<file path="config.mk">
export PLATFORM = sky130hd
export DESIGN_NAME = hw21
export DESIGN_NICKNAME = d
export VERILOG_FILES = /design/src/rtl/hw21.sv
export SDC_FILE = /design/constraint.sdc
export NUM_CORES = 1
export LEC_CHECK = 0
export CAP_MARGIN = 15
export CORE_UTILIZATION = 35
export CTS_CLUSTER_DIAMETER = 100
export DETAILED_ROUTE_END_ITERATION = 7
export GPL_ROUTABILITY_DRIVEN = 0
export PLACE_DENSITY = 0.64
export SYNTH_ARGS = -nofsm -noshare
export SYNTH_HDL_FRONTEND = slang
export SYNTH_SLANG_ARGS = --single-unit
</file>
<file path="constraint.sdc">
create_clock -name clk -period 3.3 [get_ports clk]
set_input_delay 0.66 -clock clk [delete_from_list [all_inputs] [get_ports clk]]
set_output_delay 0.66 -clock clk [all_outputs]
set_load 0.02 [all_outputs]
</file>
<file path="src/rtl/hw21.sv">
// Calendar clock: one clk edge per second, month/day/hour/minute/second fields
// rolled over as a single-cycle carry chain with per-month day limits.
package hw21_pkg;
  typedef enum logic [3:0] {
    JAN = 4'd1, FEB = 4'd2, MAR = 4'd3, APR = 4'd4,
    MAY = 4'd5, JUN = 4'd6, JUL = 4'd7, AUG = 4'd8,
    SEP = 4'd9, OCT = 4'd10, NOV = 4'd11, DEC = 4'd12
  } month_e;
endpackage

module hw21
  import hw21_pkg::*;
(
  input  logic       clk,
  input  logic       rst,
  input  logic       leap,
  output logic [3:0] mon,
  output logic [4:0] day,
  output logic [4:0] hrs,
  output logic [5:0] min,
  output logic [5:0] sec
);

  localparam int unsigned SEC_W = 6;
  localparam int unsigned MIN_W = 6;
  localparam int unsigned HRS_W = 5;
  localparam int unsigned DAY_W = 5;

  month_e             mon_q, mon_d;
  logic [DAY_W-1:0]   day_q, day_d;
  logic [HRS_W-1:0]   hrs_q, hrs_d;
  logic [MIN_W-1:0]   min_q, min_d;
  logic [SEC_W-1:0]   sec_q, sec_d;

  logic               sec_co, min_co, hrs_co, day_co;
  logic               day_last;
  logic [DAY_W-1:0]   day_max;

  // Time registers; mon_q is also the month-length state.
  always_ff @(posedge clk or negedge rst) begin
    if (!rst) begin
      mon_q <= JAN;
      day_q <= DAY_W'(1);
      hrs_q <= '0;
      min_q <= '0;
      sec_q <= '0;
    end else begin
      mon_q <= mon_d;
      day_q <= day_d;
      hrs_q <= hrs_d;
      min_q <= min_d;
      sec_q <= sec_d;
    end
  end

  // Seconds, minutes, hours: out-of-range values snap back to zero without carrying.
  always_comb begin
    sec_d  = sec_q + SEC_W'(1);
    sec_co = 1'b0;
    if (sec_q >= SEC_W'(60)) begin
      sec_d = '0;
    end else if (sec_q == SEC_W'(59)) begin
      sec_d  = '0;
      sec_co = 1'b1;
    end

    min_d  = min_q;
    min_co = 1'b0;
    if (min_q >= MIN_W'(60)) begin
      min_d = '0;
    end else if (sec_co) begin
      if (min_q == MIN_W'(59)) begin
        min_d  = '0;
        min_co = 1'b1;
      end else begin
        min_d = min_q + MIN_W'(1);
      end
    end

    hrs_d  = hrs_q;
    hrs_co = 1'b0;
    if (hrs_q >= HRS_W'(24)) begin
      hrs_d = '0;
    end else if (min_co) begin
      if (hrs_q == HRS_W'(23)) begin
        hrs_d  = '0;
        hrs_co = 1'b1;
      end else begin
        hrs_d = hrs_q + HRS_W'(1);
      end
    end
  end

  // Month length; leap only matters when February sits on day 28.
  always_comb begin
    day_max  = DAY_W'(31);
    day_last = (day_q == DAY_W'(31));
    case (mon_q)
      APR, JUN, SEP, NOV: begin
        day_max  = DAY_W'(30);
        day_last = (day_q == DAY_W'(30));
      end
      FEB: begin
        day_max  = DAY_W'(29);
        day_last = (day_q == DAY_W'(29)) || ((day_q == DAY_W'(28)) && !leap);
      end
      default: ;
    endcase
  end

  always_comb begin
    day_d  = day_q;
    day_co = 1'b0;
    if ((day_q == '0) || (day_q > day_max)) begin
      day_d = DAY_W'(1);
    end else if (hrs_co) begin
      if (day_last) begin
        day_d  = DAY_W'(1);
        day_co = 1'b1;
      end else begin
        day_d = day_q + DAY_W'(1);
      end
    end
  end

  // Month state machine: advances on a day carry, illegal encodings recover to JAN.
  always_comb begin
    mon_d = mon_q;
    case (mon_q)
      JAN: if (day_co) mon_d = FEB;
      FEB: if (day_co) mon_d = MAR;
      MAR: if (day_co) mon_d = APR;
      APR: if (day_co) mon_d = MAY;
      MAY: if (day_co) mon_d = JUN;
      JUN: if (day_co) mon_d = JUL;
      JUL: if (day_co) mon_d = AUG;
      AUG: if (day_co) mon_d = SEP;
      SEP: if (day_co) mon_d = OCT;
      OCT: if (day_co) mon_d = NOV;
      NOV: if (day_co) mon_d = DEC;
      DEC: if (day_co) mon_d = JAN;
      default: mon_d = JAN;
    endcase
  end

  assign mon = mon_q;
  assign day = day_q;
  assign hrs = hrs_q;
  assign min = min_q;
  assign sec = sec_q;

endmodule

</file>
## Word level (Yosys, flattened, before mapping)

Index checks and enable logic that the tools add are counted.

| storage, ports and cells | value |
|---|---|
| flip-flop bits (word level) | 26 |
| logic and storage cells | 91 |

| cells by class | value |
|---|---|
| add/sub/neg operators | 4 |
| reductions and logical operators | 10 |
| muxes and demuxes | 37 |
| equal/unequal tests | 31 |
| order comparisons | 4 |

Operators with widths:

| cell | count |
|---|---|
| 2-to-1 mux 4 bit | 12 |
| case mux 4 bit (12 select lines) | 1 |
| 2-to-1 mux 5 bit | 6 |
| 2-to-1 mux 6 bit | 5 |
| == test 5 bit (second input constant) | 5 |
| inequality test 2 bit (second input constant) | 12 |
| == test 4 bit (second input constant) | 5 |
| == test 4 x 3 -> 1 bit (second input constant) | 4 |
| adder 6 x 1 -> 6 bit (second input constant) | 2 |
| == test 6 bit (second input constant) | 2 |
| >= comparator 6 bit (second input constant) | 2 |
| AND reduction 12 bit | 1 |
| 2-to-1 mux 1 bit | 11 |
| adder 5 x 1 -> 5 bit (second input constant) | 2 |
| == test 4 x 2 -> 1 bit (second input constant) | 2 |
| nonzero test 2 bit | 3 |
| >= comparator 5 bit (second input constant) | 1 |
| greater-than comparator 5 bit | 1 |
| zero test 5 bit | 1 |
| == test 4 x 1 -> 1 bit (second input constant) | 1 |
| case mux 2 bit (2 select lines) | 1 |
| OR reduction 4 bit | 1 |
| logical OR 1 bit | 2 |
| case mux 1 bit (2 select lines) | 1 |
| other kinds (2) | 2 |

## Longest topological paths before layout

| logic depth | value |
|---|---|
| word-level depth | 11 |
| mapped depth | 10 |
| mapped depth without buffers | 10 |

## Worst setup path after synthesis

No wires, ideal clock.

| path | value |
|---|---|
| kind | register to register |
| start point | reg mon_q[2], in the netlist mon[2] |
| end point | reg mon_q[2], in the netlist mon[2] |
| cell stages (with the launch flop) | 11 |
| data required time | 3.172 ns |
| buffers on the path | 0 |
| setup slack | 0.815 ns |
| period minus slack after synthesis | 2.485 ns |
| data arrival time | 2.357 ns |
| cell sequence | dfrtp_1 -> inv_1 -> ha_1 -> nand2_1 -> nor3_1 -> ha_1 -> nor2b_1 -> o211ai_1 -> o41ai_2 -> o31ai_4 -> mux2_1 |

| on the way | value |
|---|---|
| longest elaborated chain between the ends | 8 |
| elaborated cells on any way between the ends | 34 |
| those cells by class | order compare: 1; eq/ne: 24; mux: 6; reduce/logical: 3 |

Ends and longest elaborated chain:

| item | line | text |
|---|---|---|
| start, declared | 29 | `month_e mon_q, mon_d;` |
| start signal, assigned | 48 | `mon_q <= mon_d;` |
| == test 4 x 3 -> 1 bit / == test 4 bit (equally long branches) | 98, 129 |  |
| OR reduction 4 bit | 98 | `case (mon_q)` |
| case mux 2 bit (2 select lines) / case mux 1 bit (2 select lines) (equally long branches) | 98 |  |
| greater-than comparator 5 bit / 2-to-1 mux 1 bit (equally long branches) | 114, 117 |  |
| logical OR 1 bit / 2-to-1 mux 1 bit (equally long branches) | 114, 116 |  |
| 2-to-1 mux 1 bit | 114 | `if ((day_q == '0) \|\| (day_q > day_max)) begin` |
| inequality test 2 bit (no source line) | - |  |
| AND reduction 12 bit (no source line) | - |  |

Parallel ways exist; a longest one is shown, timed or not.
A chain may end at the register's enable or synchronous reset.

## Final worst setup path

Same ends and word-level chain as after synthesis.

==> flow_summary.json <==
{
  "outcome": "complete, no violations",
  "critPathSlowestCell": "dfrtp_1",
  "worstRegToRegCells": 10,
  "routed_wl_um": 3510,
  "rsz0062_at_grt": "no",
  "synth_compound_area_share_pct": 19.5,
  "hpwl_um": 2510,
  "coreArea_um2": 4720,
  "whs_path_depth": 1,
  "avgSynthCellArea_um2": 9.35,
  "n_antenna_cell": 0,
  "ctsRootBufferMaster": "clkbuf_8",
  "die-area_um2": 5170,
  "crit_fanout": 7,
  "gr-total-overflow": 0,
  "clock_skew_ns": 0.0100,
  "first_pass_iters": 4,
  "ant_nets": 0,
  "synth_fa_ha_area_share_pct": 8.78,
  "final_cell_mix": "clkdlybuf4s50_1 (28), dfrtp_1 (24), a21oi_1 (16)",
  "antenna_found_initial": 0,
  "grt_max_degree": 27,
  "final_layout_size_suffix_gt1_share_pct": 7.58,
  "total_power_w": 0.000505,
  "grt_pass1_wl_um": 5840,
  "clock_path_buffers": 2,
  "p_per_area_nw_per_um2": 240,
  "die_w_um": 71.9,
  "port_buffers": 28,
  "finalMaxSlewViolations": 0,
  "setup-tns-final_ns": 0,
  "die_y_um": 71.9,
  "fin_area_um2": 2100,
  "cp.required_ns": 3.46,
  "first_global_vias": 1270,
  "startpoint_type": "flip-flop",
  "grt_usage_pct": 14.1,
  "synth_fp_nets": 198,
  "num_vias": 1469,
  "synth_top_family_by_area": "simple AND/OR/NAND/NOR gates",
  "avgViaCountPerCell": 5.28,
  "cpLargestDelayFamily": "compound AO/OA/AOI/OAI gates",
  "dr.first_iter.drc_count": 79,
  "areaGrowthSynthToFinish_pct": 22.9,
  "clkLatencyLatePin_ns": 0.27,
  "start_util_pct": 36.2,
  "clkTransAtPathRegs_ns": 0.09,
  "postCtsSetupRepairBufs": 0,
  "nNetsFinal": 228,
  "hold_slack_ns": 0.536,
  "fin_crit_ns": 2.62,
  "critPathMaxStageDelay_ns": 0.43,
  "path_buf_inv": 1,
  "syn_inst": 183,
  "synth_simple_gate_area_share_pct": 22.8,
  "crit_path_end_kind": "flip-flop",
  "maxCapViolCount": 0,
  "finalSetupViolations": 0,
  "cts_tree": "yes",
  "cp_cell_sequence": "inv_1 -> ha_1 -> nand2_1 -> nor3_1 -> ha_1 -> nor2b_1 -> o211ai_1 -> o41ai_2 -> o31ai_4 -> mux2_1",
  "fmax_ghz": 0.382,
  "ioPinCount": 29,
  "netlist_area_um2": 1710,
  "synthMuxAreaShare_pct": 4.75,
  "vdd_drop_max_mv": 0.219,
  "power.leakage_nw": 0.941,
  "synth_top_flop_cell": "dfrtp_1",
  "post-route-drc-count": 0,
  "rows": 25,
  "synth-seq-cells": 26,
  "post_drt_wl_per_cell_um": 12.6,
  "cts.sinks": 26,
  "critical_path_class": "flip-flop to flip-flop",
  "crit_path_frequent_cell": "ha_1",
  "place_area_um2": 2060,
  "hold_viol": 0,
  "synth-warning-count": 0,
  "holdBufCountCts": 0,
  "fillCellCount": 473,
  "numCtsBuffers": 3,
  "async_flop_share_pct": 100,
  "slew_headroom_pct": 45.4,
  "synth-xor-area-share_pct": 2.56,
  "ctsResizeCount": 0,
  "layout_commonest_cell": "clkdlybuf4s50_1",
  "ys_types": 46,
  "finalCritPeriodShare_pct": 79.4,
  "worstPathArrival_ns": 2.78,
  "worst-path-stages": 10,
  "ys_seq_area_share_pct": 38.2,
  "synth_edf_count": 0,
  "cts.htree.levels": 1,
  "worst_pin_slew_ns": 0.809,
  "hold_class": "flip-flop to flip-flop"
}
state kept, by name (all words and copies together), names as in the netlist:
| name | cells |
|---|---|
| hrs | 5 |
| min | 6 |
| mon | 4 |
| sec | 6 |
| day | 5 |
worst paths after layout:
path / startpoint / end / slack, ns
setup / recovery: mon[2]$_DFFE_PN0P_ / mon[2]$_DFFE_PN0P_ / 0.68
hold / removal: sec[0]$_DFF_PN0_ / sec[0]$_DFF_PN0_ / 0.54
setup reg to reg: mon[2]$_DFFE_PN0P_ / mon[2]$_DFFE_PN0P_ / 0.68
hold reg to reg: sec[0]$_DFF_PN0_ / sec[0]$_DFF_PN0_ / 0.54
max in group asynchronous: rst / mon[0]$_DFFE_PN1P_ / 2.25
min in group asynchronous: rst / min[0]$_DFFE_PN0P_ / 0.75
Yosys cell counts (all sizes together), types with 2 or more instances:
cell / count / area share, %
o31ai: 3 / 2.1
and3: 2 / 0.73
xnor2: 2 / 1.0
dfrtp: 24 / 35
nor2: 11 / 2.4
and2: 2 / 0.81
ha: 12 / 8.8
nor2b: 2 / 0.73
nand2b: 5 / 1.8
or3: 2 / 0.73
a41oi: 2 / 1.0
xor2: 3 / 1.5
a21o: 2 / 0.88
or2: 2 / 0.73
nor3b: 2 / 0.88
mux2i: 7 / 4.1
nor3: 2 / 0.59
dfstp: 2 / 3.1
a311oi: 2 / 1.0
inv: 8 / 1.8
a31oi: 5 / 1.8
a21oi: 16 / 4.7
o21ai: 13 / 3.8
a22oi: 3 / 1.3
buf: 3 / 1.2
nand2: 15 / 4.2
clkbuf: 2 / 0.44
nand4: 3 / 1.1
nand3: 13 / 3.8
logic make-up after synthesis:
logic type | Yosys count
and+or+nand+nor | 68
buffers and inverters | 13
adders and majority gates | 12
DFF | 26
AOI/OAI and AO/OA | 51
xor gates and xnor gates | 5
muxes | 8
worst register-to-register path: cells and delay by family (launching register included):
kind / cells / cell delay, ns
flip-flops: 1 / 0.43
AND/OR/NAND/NOR: 3 / 0.43
buffers and inverters: 1 / 0.10
adder cells (fa/ha/maj): 2 / 0.54
AO/OA/AOI/OAI: 3 / 0.66
multiplexers: 1 / 0.34
layout make-up:
type / count / area, um^2 / share of cell area (%)
Inverter: 8 / 30.0 / 1.43
Tap cell: 67 / 83.8 / 3.99
Timing Repair Buffer: 30 / 295 / 14.0
Multi-Input combinational cell: 144 / 998 / 47.5
Sequential cell: 26 / 653 / 31.1
Clock buffer: 3 / 41.3 / 1.96
report_power, final:
group | switching, W | leakage (nW) | total (W) | internal, W
clock network | 0.0000953 | 0.0216 | 0.000177 | 0.0000817
logic | 0.00000611 | 0.609 | 0.00000910 | 0.00000299
registers | 0 | 0.310 | 0.000318 | 0.000318
per-stage QoR:
step                      util (%)  std cells  setup slack (ns)
after floorplan                  -        183             0.815
after global placement        43.6        275             0.761
after detailed placement      43.6        275             0.681
after CTS                     44.5        278             0.662
after global routing          44.5        278             0.508
final                         44.5        278             0.681
metal layers:
layer	up-vias	GRT usage (%)	share of wire, %
li1	727	-	-
met1	707	20.4	49
met2	33	21.5	45
met3	2	3.33	3.9
met4	0	3.27	1.1
met5	-	0	0
Power figures use the tool's default switching activity.
